### config.mk
export PLATFORM = sky130hd
export DESIGN_NAME = sp_ram_req_adapter
export DESIGN_NICKNAME = d
export VERILOG_FILES = /design/src/rtl/sp_ram_adapter_pkg.sv /design/src/rtl/sp_ram_rsp_fifo.sv /design/src/rtl/sp_ram_req_adapter.sv
export SDC_FILE = /design/constraint.sdc
export NUM_CORES = 1
export LEC_CHECK = 0
export ABC_AREA = 0
export CORE_MARGIN = 2
export CORE_UTILIZATION = 54
export CTS_CLUSTER_SIZE = 10
export DETAILED_ROUTE_END_ITERATION = 10
export PLACE_DENSITY = 0.86
export SYNTH_ARGS = -nofsm -noshare
export SYNTH_HDL_FRONTEND = slang
export SYNTH_SLANG_ARGS = --single-unit
### constraint.sdc
create_clock -name Clk_CI -period 3.46 [get_ports Clk_CI]
set_input_delay 0.346 -clock Clk_CI [delete_from_list [all_inputs] [get_ports Clk_CI]]
set_output_delay 0.346 -clock Clk_CI [all_outputs]
set_load 0.01 [all_outputs]
### src/rtl/sp_ram_adapter_pkg.sv
// Sizing helpers shared by the single-port RAM request adapter and its response FIFO.
package sp_ram_adapter_pkg;

  // Read latency of the RAM instance: one array cycle plus the optional output register.
  function automatic int unsigned rd_latency(input int unsigned out_regs);
    return 32'd1 + out_regs;
  endfunction

  // Width of a counter that must hold values 0..depth inclusive.
  function automatic int unsigned cnt_width(input int unsigned depth);
    return $clog2(depth + 1);
  endfunction

  // Width of a pointer addressing depth entries; never narrower than one bit.
  function automatic int unsigned ptr_width(input int unsigned depth);
    return (depth < 2) ? 1 : $clog2(depth);
  endfunction

endpackage

### src/rtl/sp_ram_rsp_fifo.sv
// Read-response FIFO: circular storage with wrap-at-DEPTH pointers and an occupancy
// counter, so non-power-of-two depths work. No bypass: a push becomes visible next cycle.
module sp_ram_rsp_fifo
  import sp_ram_adapter_pkg::*;
#(
  parameter int unsigned DEPTH      = 4,
  parameter int unsigned DATA_WIDTH = 32
) (
  input  logic                            Clk_CI,
  input  logic                            Rst_RBI,
  input  logic                            push,
  input  logic [DATA_WIDTH-1:0]           push_data,
  input  logic                            pop,
  output logic [DATA_WIDTH-1:0]           pop_data,
  output logic                            empty,
  output logic                            full,
  output logic [cnt_width(DEPTH)-1:0]     count
);

  localparam int unsigned PW = ptr_width(DEPTH);
  localparam int unsigned CW = cnt_width(DEPTH);

  logic [DATA_WIDTH-1:0] mem_q [DEPTH];
  logic [PW-1:0]         wr_ptr_q;
  logic [PW-1:0]         rd_ptr_q;
  logic [CW-1:0]         count_q;

  function automatic logic [PW-1:0] next_ptr(input logic [PW-1:0] p);
    return (p == PW'(DEPTH - 1)) ? '0 : p + PW'(1);
  endfunction

  assign empty    = (count_q == '0);
  assign full     = (count_q == CW'(DEPTH));
  assign count    = count_q;
  assign pop_data = mem_q[rd_ptr_q];

  // Storage: cleared on reset so the data output reads zero until the first push.
  always_ff @(posedge Clk_CI or negedge Rst_RBI) begin
    if (!Rst_RBI) begin
      for (int i = 0; i < int'(DEPTH); i++) mem_q[i] <= '0;
    end else if (push) begin
      mem_q[wr_ptr_q] <= push_data;
    end
  end

  // Pointers advance independently and wrap from DEPTH-1 back to 0.
  always_ff @(posedge Clk_CI or negedge Rst_RBI) begin
    if (!Rst_RBI) begin
      wr_ptr_q <= '0;
      rd_ptr_q <= '0;
    end else begin
      if (push) wr_ptr_q <= next_ptr(wr_ptr_q);
      if (pop)  rd_ptr_q <= next_ptr(rd_ptr_q);
    end
  end

  // Occupancy: simultaneous push and pop leaves it unchanged.
  always_ff @(posedge Clk_CI or negedge Rst_RBI) begin
    if (!Rst_RBI) begin
      count_q <= '0;
    end else begin
      case ({push, pop})
        2'b10:   count_q <= count_q + CW'(1);
        2'b01:   count_q <= count_q - CW'(1);
        default: count_q <= count_q;
      endcase
    end
  end

  // Credits upstream make overflow/underflow impossible; flag it if it ever happens.
  always_ff @(posedge Clk_CI) begin
    if (Rst_RBI) begin
      assert (!(push && full))  else $error("sp_ram_rsp_fifo: push while full");
      assert (!(pop && empty))  else $error("sp_ram_rsp_fifo: pop while empty");
    end
  end

endmodule

### src/rtl/sp_ram_req_adapter.sv
// Valid/ready front end for the synchronous single-port RAM. Requests drive the RAM
// port combinationally in the accept cycle; reads are tracked through an L-deep tag
// pipe and their data lands in a credit-protected response FIFO, so nothing is dropped.
module sp_ram_req_adapter
  import sp_ram_adapter_pkg::*;
#(
  parameter int unsigned ADDR_WIDTH = 10,
  parameter int unsigned DATA_WIDTH = 32,
  parameter int unsigned OUT_REGS   = 0,
  parameter int unsigned RSP_DEPTH  = 4
) (
  input  logic                  Clk_CI,
  input  logic                  Rst_RBI,
  input  logic                  ReqValid_SI,
  output logic                  ReqReady_SO,
  input  logic                  ReqWrEn_SI,
  input  logic [ADDR_WIDTH-1:0] ReqAddr_DI,
  input  logic [DATA_WIDTH-1:0] ReqWrData_DI,
  output logic                  RspValid_SO,
  input  logic                  RspReady_SI,
  output logic [DATA_WIDTH-1:0] RspRdData_DO,
  output logic                  RamCSel_SO,
  output logic                  RamWrEn_SO,
  output logic [ADDR_WIDTH-1:0] RamAddr_DO,
  output logic [DATA_WIDTH-1:0] RamWrData_DO,
  input  logic [DATA_WIDTH-1:0] RamRdData_DI
);

  localparam int unsigned LAT = rd_latency(OUT_REGS);
  localparam int unsigned CW  = cnt_width(RSP_DEPTH);

  logic          en_q;
  logic [CW-1:0] credits_q;
  logic [LAT-1:0] tag_q;
  logic          xfer;
  logic          rd_accept;
  logic          rsp_pop;
  logic          push;
  logic          fifo_empty;
  logic          fifo_full;
  logic [CW-1:0] fifo_count;

  // Ready depends only on registers: a credit guarantees FIFO room when the read lands.
  assign ReqReady_SO = en_q & (credits_q != '0);
  assign xfer        = ReqValid_SI & ReqReady_SO;
  assign rd_accept   = xfer & ~ReqWrEn_SI;
  assign rsp_pop     = RspValid_SO & RspReady_SI;
  assign push        = tag_q[LAT-1];
  assign RspValid_SO = ~fifo_empty;

  assign RamCSel_SO   = xfer;
  assign RamWrEn_SO   = ReqWrEn_SI;
  assign RamAddr_DO   = ReqAddr_DI;
  assign RamWrData_DO = ReqWrData_DI;

  // Enable rises one clock after reset release so the RAM sees a quiet first cycle.
  always_ff @(posedge Clk_CI or negedge Rst_RBI) begin
    if (!Rst_RBI) en_q <= 1'b0;
    else          en_q <= 1'b1;
  end

  // Credits: taken by a read accept, returned by a response pop.
  always_ff @(posedge Clk_CI or negedge Rst_RBI) begin
    if (!Rst_RBI) begin
      credits_q <= CW'(RSP_DEPTH);
    end else begin
      case ({rd_accept, rsp_pop})
        2'b10:   credits_q <= credits_q - CW'(1);
        2'b01:   credits_q <= credits_q + CW'(1);
        default: credits_q <= credits_q;
      endcase
    end
  end

  // Tag pipe: a set bit in the top stage means RamRdData_DI is valid this cycle.
  always_ff @(posedge Clk_CI or negedge Rst_RBI) begin
    if (!Rst_RBI) tag_q <= '0;
    else          tag_q <= (tag_q << 1) | LAT'(rd_accept);
  end

  sp_ram_rsp_fifo #(
    .DEPTH      (RSP_DEPTH),
    .DATA_WIDTH (DATA_WIDTH)
  ) u_rsp_fifo (
    .Clk_CI    (Clk_CI),
    .Rst_RBI   (Rst_RBI),
    .push      (push),
    .push_data (RamRdData_DI),
    .pop       (rsp_pop),
    .pop_data  (RspRdData_DO),
    .empty     (fifo_empty),
    .full      (fifo_full),
    .count     (fifo_count)
  );

  // Parameter sanity and credit conservation, checked in simulation on every clock.
  always_ff @(posedge Clk_CI) begin
    assert (OUT_REGS <= 1) else $error("sp_ram_req_adapter: OUT_REGS must be 0 or 1");
    assert (RSP_DEPTH >= 2) else $error("sp_ram_req_adapter: RSP_DEPTH must be >= 2");
    if (Rst_RBI) begin
      assert (int'(credits_q) + $countones(tag_q) + int'(fifo_count) == int'(RSP_DEPTH))
        else $error("sp_ram_req_adapter: credit invariant broken");
      assert (!(push && fifo_full)) else $error("sp_ram_req_adapter: response push while full");
    end
  end

endmodule

# --- After elaboration in Yosys (flattened, before gate mapping) ---
# Cells that the tools add are included.
word_totals:
  register_bits: 140
  input_bits: 79
  output_inout_bits: 78
  elab_cells: 48
op_classes:
  n_addsub: 6
  n_lt_le_gt_ge: 3
  n_eq_ne: 6
  mux: 10
  n_bitwise: 8
  reduce_logical: 5
op_table:
  columns: ["operator", "n"]
  rows:
  - ["bitwise mux 128 bit", 1]
  - ["two-way mux 32 bit", 3]
  - ["binary-select mux 32 bit (select 2 bit)", 1]
  - ["demux 32 bit (select 2 bit)", 1]
  - ["case mux 3 bit (2 select lines)", 2]
  - ["equality test 2 bit, second input constant", 4]
  - ["adder 3 x 1 -> 3 bit, second input constant", 2]
  - ["greater-or-equal comparator 3 bit, second input constant", 2]
  - ["inverter 2 -> 3 bit", 2]
  - ["subtractor 3 x 1 -> 3 bit, second input constant", 2]
  - ["adder 2 x 1 -> 2 bit, second input constant", 2]
  - ["bitwise AND 1 bit", 4]
  - ["equality test 2 x 1 -> 1 bit, second input constant", 2]
  - ["two-way mux 2 bit", 2]
  - ["nonzero test 2 bit", 2]
  - ["zero test 3 bit", 1]
  - ["less-than comparator 3 x 1 -> 1 bit, second input constant", 1]
  - ["nonzero test 3 bit", 1]
  - ["inverter 1 bit", 2]
  - ["logical AND 1 bit", 1]

# --- Depth between registers and ports, before layout ---
# Gate-level depths: netlist of the first run.
logic_depth:
  depth_word: 6
  mapped_depth: 9
  depth_no_buf: 9

# --- Cells and area by module ---
# A second synthesis of the first run with hierarchy kept.
unflattened:
  hier_cells: 411
  area_unflattened_um2: 6500.0
modules_own_cells:
  columns: ["mod", "instances", "cells_each", "area_each_um2"]
  rows:
  - ["sp_ram_rsp_fifo", 1, 346, 5918.2]
  - ["sp_ram_req_adapter", 1, 65, 581.8]

# --- Least setup slack after synthesis of the first run ---
# Ideal clock, no wire load.
synth_path:
  path_kind: "reg-to-reg"
  startpoint: "register u_rsp_fifo.count_q[0] (netlist: u_rsp_fifo.count[0])"
  endpoint: "register credits_q[1]"
  arrival_ns: 1.900
  required_time_ns: 3.335
  path_slack_ns: 1.436
  path_stages_with_launch: 8
  n_path_buf: 0
  cell_sequence: "dfrtp_1 > or3_1 > nand2_1 > inv_1 > ha_1 > inv_1 > fa_1 > mux2_2"
synth_between:
  elab_chain_cells: 5
synth_rtl:
  columns: ["element", "line", "text"]
  rows:
  - ["start: declaration", "sp_ram_rsp_fifo.sv:26", "logic [CW-1:0] count_q;"]
  - ["start signal: assignment", "sp_ram_rsp_fifo.sv:63", "2'b10: count_q <= count_q + CW'(1);"]
  - ["start signal: assignment", "sp_ram_rsp_fifo.sv:64", "2'b01: count_q <= count_q - CW'(1);"]
  - ["start signal: assignment", "sp_ram_rsp_fifo.sv:65", "default: count_q <= count_q;"]
  - ["zero test 3 bit (*)", "sp_ram_rsp_fifo.sv:32", "assign empty = (count_q == '0);"]
  - ["inverter 1 bit (*)", "sp_ram_req_adapter.sv:49", "assign RspValid_SO = ~fifo_empty;"]
  - ["net RspValid_SO", "sp_ram_req_adapter.sv:19", "output logic RspValid_SO,"]
  - ["bitwise AND 1 bit (*)", "sp_ram_req_adapter.sv:47", "assign rsp_pop = RspValid_SO & RspReady_SI;"]
  - ["net rsp_pop", "sp_ram_req_adapter.sv:37", "logic rsp_pop;"]
  - ["equality test 2 x 1 -> 1 bit / equality test 2 bit (equally long branches)", "sp_ram_req_adapter.sv:67", "case ({rd_accept, rsp_pop})"]
  - ["case mux 3 bit (2 select lines) / nonzero test 2 bit (equally long branches)", null, null]
  - ["end signal: assignment", "sp_ram_req_adapter.sv:68", "2'b10: credits_q <= credits_q - CW'(1);"]
  - ["end signal: assignment", "sp_ram_req_adapter.sv:69", "2'b01: credits_q <= credits_q + CW'(1);"]
  - ["end signal: assignment", "sp_ram_req_adapter.sv:70", "default: credits_q <= credits_q;"]
  - ["end: declaration", "sp_ram_req_adapter.sv:33", "logic [CW-1:0] credits_q;"]
# Mark *: on every way through the listed nets, which the timed path passes. The rest lies on a longest branch.
# A chain may end at the register's enable or synchronous reset.

# --- Final worst setup path of the first run ---
layout_path:
  startpoint: "register u_rsp_fifo.rd_ptr_q[0]"
  endpoint: "output RspRdData_DO[1]"
layout_between:
  elab_chain_cells: 4
layout_rtl:
  columns: ["element", "line", "text"]
  rows:
  - ["start: declaration", "sp_ram_rsp_fifo.sv:25", "logic [PW-1:0] rd_ptr_q;"]
  - ["start signal: assignment", "sp_ram_rsp_fifo.sv:53", "if (pop) rd_ptr_q <= next_ptr(rd_ptr_q);"]
  - ["inverter 2 -> 3 bit (not written as such)", "sp_ram_rsp_fifo.sv:35", "assign pop_data = mem_q[rd_ptr_q];"]
  - ["binary-select mux 32 bit (select 2 bit)", "sp_ram_rsp_fifo.sv:35", null]
  - ["two-way mux 32 bit (not written as such) (2 in a row)", "sp_ram_rsp_fifo.sv:35", null]
  - ["end: declaration", "sp_ram_req_adapter.sv:21", "output logic [DATA_WIDTH-1:0] RspRdData_DO,"]
# Every way passes these cells. The select of a mux whose other input is x is not followed.

==> results.toml, run 1 <==
[final_layout]
postLayoutCellArea_sq_um = 7580
area_delta_synth_final_pct = 17.0
antenna_cells = 0
nets = 528
layout-drive-gt1-share_pct = 45.5
fillers = 846

[drt]
firstDrtPassIters = 4
via_per_inst = 5.82
drtIter0Drc = 226
vias = 3490
wirelength_um = 12200
drc = 0
wl_per_cell_um = 20.4
ant_nets = 0

[timing]
drv_slew = 0
setup_viol_count_final = 0
post-route-min-period_ps = 2850
worst_pin_slew_ps = 951
fin_skew_ps = 5.92
setup_tns_ps = 0
max_slew_margin_pct = 36.4
hold_violations = 3
min_period_over_period_pct = 82.3
timing.hold.ws_ps = -4.77
clock.fmax_ghz = 0.351
rsz0062_at_grt = "no"

[clock_tree]
htree_levels = 4
cts_buffers = 17
clkTransAtPathRegs_ps = 50
clk_latency_ps = 420
cts_resized = 0
clock_sinks = 140
cts_hold_buf = 0
cts_buffer_depth = 2
cts_tree = "built"
cts-root-buf = "clkbuf_16"
cts_setup_buffers = 0

[synthesis]
syn_area_sq_um = 6480
synth_edf_count = 0
ys_ff_latch = 140
ys.flop_type = "dfrtp_1"
yosys-top-cells-area = "dfrtp_1 54%, mux2_2 23%, mux4_2 11%"
ys_async_sr_fraction_pct = 100
syn_inst = 409
synth_nets = 497
yosysTopAreaCellShare_pct = 53.7
yosys.area.top_type = "dfrtp_1"
yosys_warnings = 0
syn_area_per_cell_sq_um = 15.8
yosysMostFrequentCell = "dfrtp_1"
synth_cell_types = 22
ys_seq_area_share_pct = 54.1
synth_common_cells = "139 x dfrtp_1, 131 x mux2_2, 53 x buf_4"

[power]
peakVddDrop_uv = 472
p_leak_nw = 3.17
power_w = 0.00788
powerDensity_nw_per_um2 = 1040

[floorplan]
rows = 40
initial_core_util_pct = 54.6
coreArea_sq_um = 11900
dieWidth_um = 114
io_pins = 157
dieArea_sq_um = 12900
fp.dieH_um = 114

[critical_path]
reg2reg_slack_ps = 1290
cpPeakStageDelay_ps = 760
crit_buf_inv = 2
cp.required_ps = 3110
cpMaxStageDelayCell = "dfrtp_2"
crit_chain = "buf_12, mux4_2, clkdlybuf4s50_1"
critPathLaunchType = "register"
end_kind = "output port"
crit_family = "buffers and inverters"
critPathMaxFanout = 18
critical_path_class = "register to output port"
critPathArrivalTime_ps = 2500

[placement]
io_buffers = 72
globalplace.congestion = 0.732
place_area_sq_um = 6970
hpwl_um = 7500

[global_routing]
grt_pass1_vias = 3898
grt_use_total_pct = 20.9
grt_max_degree = 92
grt_antenna_before_repair = 0
grt_pass1_wl_um = 20400
overflow = 0

[run_status]
violations = "hold timing"
outcome = "complete, but fails checks"

[run]
max-cap-violations = 0

[worst_hold_path]
hold_class = "input port to async pin"
## metal layers
layer | track usage [%] | vias to the layer above | wire, um
met5 | 0 | - | 0
met1 | 26.1 | 1834 | 5110
met4 | 10.8 | 0 | 307
met2 | 33.3 | 125 | 6140
li1 | - | 1497 | -
met3 | 6.11 | 34 | 686
## sequential cells by signal, indices dropped and copies added (netlist names)
name and cells:
en_q 1, u_rsp_fifo.wr_ptr_q 2, u_rsp_fifo.mem_q 128, push 1, credits_q 3, u_rsp_fifo.rd_ptr_q 2, u_rsp_fifo.count 3
## path summary, 6_finish.rpt
path	cells past startpoint	start	endpoint
worst min register to register	1	u_rsp_fifo.count[2]	u_rsp_fifo.count[2]
worst max register to register	8	credits_q[0]	credits_q[2]
max in group asynchronous	2	Rst_RBI	u_rsp_fifo.mem_q[84]
worst min-delay path	1	Rst_RBI	u_rsp_fifo.mem_q[125]
worst max-delay path	3	u_rsp_fifo.rd_ptr_q[0]	RspRdData_DO[1]
min in group Clk_CI	1	u_rsp_fifo.count[2]	u_rsp_fifo.count[2]
## where the power goes
group | switching (W) | leakage [nW] | internal [W] | total, W
combinational | 0.000955 | 1.24 | 0.00197 | 0.00293
clock | 0.000665 | 0.298 | 0.00121 | 0.00188
sequential | 0.000594 | 1.63 | 0.00248 | 0.00307
## cells in the final DEF, fill, tap and decap left out, drive strengths merged, types with 4 or more instances in the layout
cell	count
dfrtp	139
mux2	131
clkdlybuf4s50	71
mux4	32
clkbuf	19
inv	10
ha	7
clkinv	6
nand2	6
xor2	4
bufinv	4
buf	4
## cell families after synthesis
logic type | share of synthesized area [%]
AND/OR/NAND/NOR | 0.811
XOR/XNOR | 0.811
AO/OA/AOI/OAI | 0.425
other | 0.0579
buffers and inverters | 7.77
flip-flops | 54.1
multiplexers | 34.1
adder cells (fa/ha/maj) | 1.97
## cell type report
type / count / area (sq um) / area share, %
clock buffer: 19 / 443 / 5.84
clock inverter: 13 / 173 / 2.28
inverter: 10 / 37.5 / 0.495
multi-input combinational: 196 / 2480 / 32.7
sequential: 140 / 3510 / 46.3
tap: 147 / 184 / 2.43
timing repair buffer: 75 / 757 / 9.99
## per-stage QoR
| stage | worst slack [ps] | utilization (%) | std cells |
|---|---|---|---|
| floorplan | 1440 | - | 409 |
| global placement | 1030 | 58.7 | 568 |
| detailed placement | 993 | 58.7 | 568 |
| CTS | 545 | 63.9 | 600 |
| global route | 463 | 63.9 | 600 |
| finish | 612 | 63.9 | 600 |
Note: power is estimated with default switching activity, not from simulation.
==> run 2, diff against run 1 <==
- CORE_UTILIZATION: 54 -> 45
- PLACE_DENSITY: 0.86 -> 0.77
- clock period: 3.46 -> 2.5 ns (I/O delays scaled with it)
==> run 2 against run 1 <==
  * Via count is essentially flat
  * Cell count increased by 7.3%
  * The flow now finishes without violations
  * Global-route usage decreased by 3.3 points
  * Non-clock buffer count is 11 higher
  * Register-to-register slack got worse by 980 ps
  * Wire length grew 0.22%
  * Largest power group is now combinational cells
  * Count of clock-buffer cells in the layout down 1
  * Highest routed layer unchanged
  * Worst setup slack worse by 440 ps
  * Combinational power grew 48%
==> results.toml, run 2 (synthesis gave the netlist of run 1 again) <==
[global_routing]
overflow = 0
grt_max_degree = 61
grt_use_total_pct = 17.6
grt_pass1_wl_um = 20000
grt_antenna_before_repair = 0
grt_pass1_vias = 3850

[final_layout]
regMostFlops = "u_rsp_fifo.mem_q"
area_delta_synth_final_pct = 20.6
fin_cells = 644
largest_reg_flops = 128
postLayoutCellArea_sq_um = 7810
antenna_cells = 0
final_cell_mix = "137 x dfrtp_1, 131 x mux2_2, 71 x clkdlybuf4s50_1"
final_common_cell = "dfrtp_1"
fillers = 1102
layout-drive-gt1-share_pct = 46.8
nets = 539

[critical_path]
critPathLaunchType = "register"
critical_path_class = "register to output port"
critPathArrivalTime_ps = 2080
critPathMaxFanout = 20
cp.required_ps = 2250
end_kind = "output port"

[timing]
timing.hold.ws_ps = 372
worst_pin_slew_ps = 546
rsz0062_at_grt = "no"
setup_tns_ps = 0
post-route-min-period_ps = 2330
min_period_over_period_pct = 93.3
setup_viol_count_final = 0
hold_violations = 0
clock.fmax_ghz = 0.429
drv_slew = 0
fin_skew_ps = 4.66
max_slew_margin_pct = 63.6

[run_status]
outcome = "complete, no violations"

[drt]
ant_nets = 0
wirelength_um = 12300
firstDrtPassIters = 4
wl_per_cell_um = 19.1
drc = 0
vias = 3487
drtIter0Drc = 117
via_per_inst = 5.41

[placement]
dp.cells = 611
io_buffers = 72
hpwl_um = 8180
globalplace.congestion = 0.704
place_area_sq_um = 7170

[floorplan]
fp.dieH_um = 124
initial_core_util_pct = 46.3
io_pins = 157
coreArea_sq_um = 14000
dieWidth_um = 124
rows = 43
dieArea_sq_um = 15400

[power]
p_leak_nw = 3.25
peakVddDrop_uv = 680
powerDensity_nw_per_um2 = 1410

[clock_tree]
cts-root-buf = "clkbuf_16"
clkTransAtPathRegs_ps = 60
clk_latency_ps = 420
cts_hold_buf = 1
cts_setup_buffers = 0
clock_sinks = 140
cts_buffers = 17
cts_tree = "built"
cts_resized = 0
htree_levels = 4
cts_buffer_depth = 2

[run]
max-cap-violations = 0

[worst_hold_path]
hold_class = "input port to async pin"
## run 2: through the flow
step | total power (W) | setup slack, ps | util, %
6_report | 0.0110 | 168 | 55.8
2_1_floorplan | 0.00670 | 476 | -
3_3_place_gp | 0.00824 | 280 | 51.3
3_5_place_dp | 0.00849 | 225 | 51.3
5_1_grt | 0.0117 | 73.1 | 55.8
4_1_cts | 0.0112 | 134 | 55.8
## run 2: final timing paths
check                                            start  depth (start not counted)                     to  slack (ps)
worst max-delay path            u_rsp_fifo.rd_ptr_q[0]                          3       RspRdData_DO[12]         170
worst min-delay path                           Rst_RBI                          2  u_rsp_fifo.mem_q[125]         370
worst max register to register            credits_q[0]                          8           credits_q[2]         310
worst min register to register     u_rsp_fifo.count[2]                          1    u_rsp_fifo.count[2]         460
max in group asynchronous                      Rst_RBI                          3    u_rsp_fifo.mem_q[7]        1420
min in group Clk_CI                u_rsp_fifo.count[2]                          1    u_rsp_fifo.count[2]         460
## run 2: power breakdown
part           internal (W)  total [W]  switching (W)
Clock               0.00170    0.00265       0.000958
Sequential          0.00343    0.00404       0.000608
Combinational       0.00281    0.00435        0.00154
Total               0.00794     0.0110        0.00311
## run 2: critical path: stages (launching register included)
cell,delay (ps)
dfrtp_2,400
buf_12,210
mux4_2,550
clkdlybuf4s50_1,500
## run 2: layout make-up
class | instances | area, sq um | share of cell area, %
clock buffer | 18 | 439 | 5.62
clock inverter | 14 | 194 | 2.48
multi-input combinational | 196 | 2480 | 31.7
timing repair buffer | 86 | 930 | 11.9
inverter | 10 | 37.5 | 0.480
sequential | 140 | 3510 | 44.9
tap | 180 | 225 | 2.88
## run 2: routing by layer
layer / routed length [um] / vias up / share of wire (%) / track usage (%)
li1: - / 1521 / - / -
met1: 5210 / 1837 / 42 / 22.2
met2: 5990 / 90 / 49 / 28.1
met3: 756 / 39 / 6.2 / 5.36
met4: 313 / 0 / 2.6 / 7.65
met5: 0 / - / 0 / 0
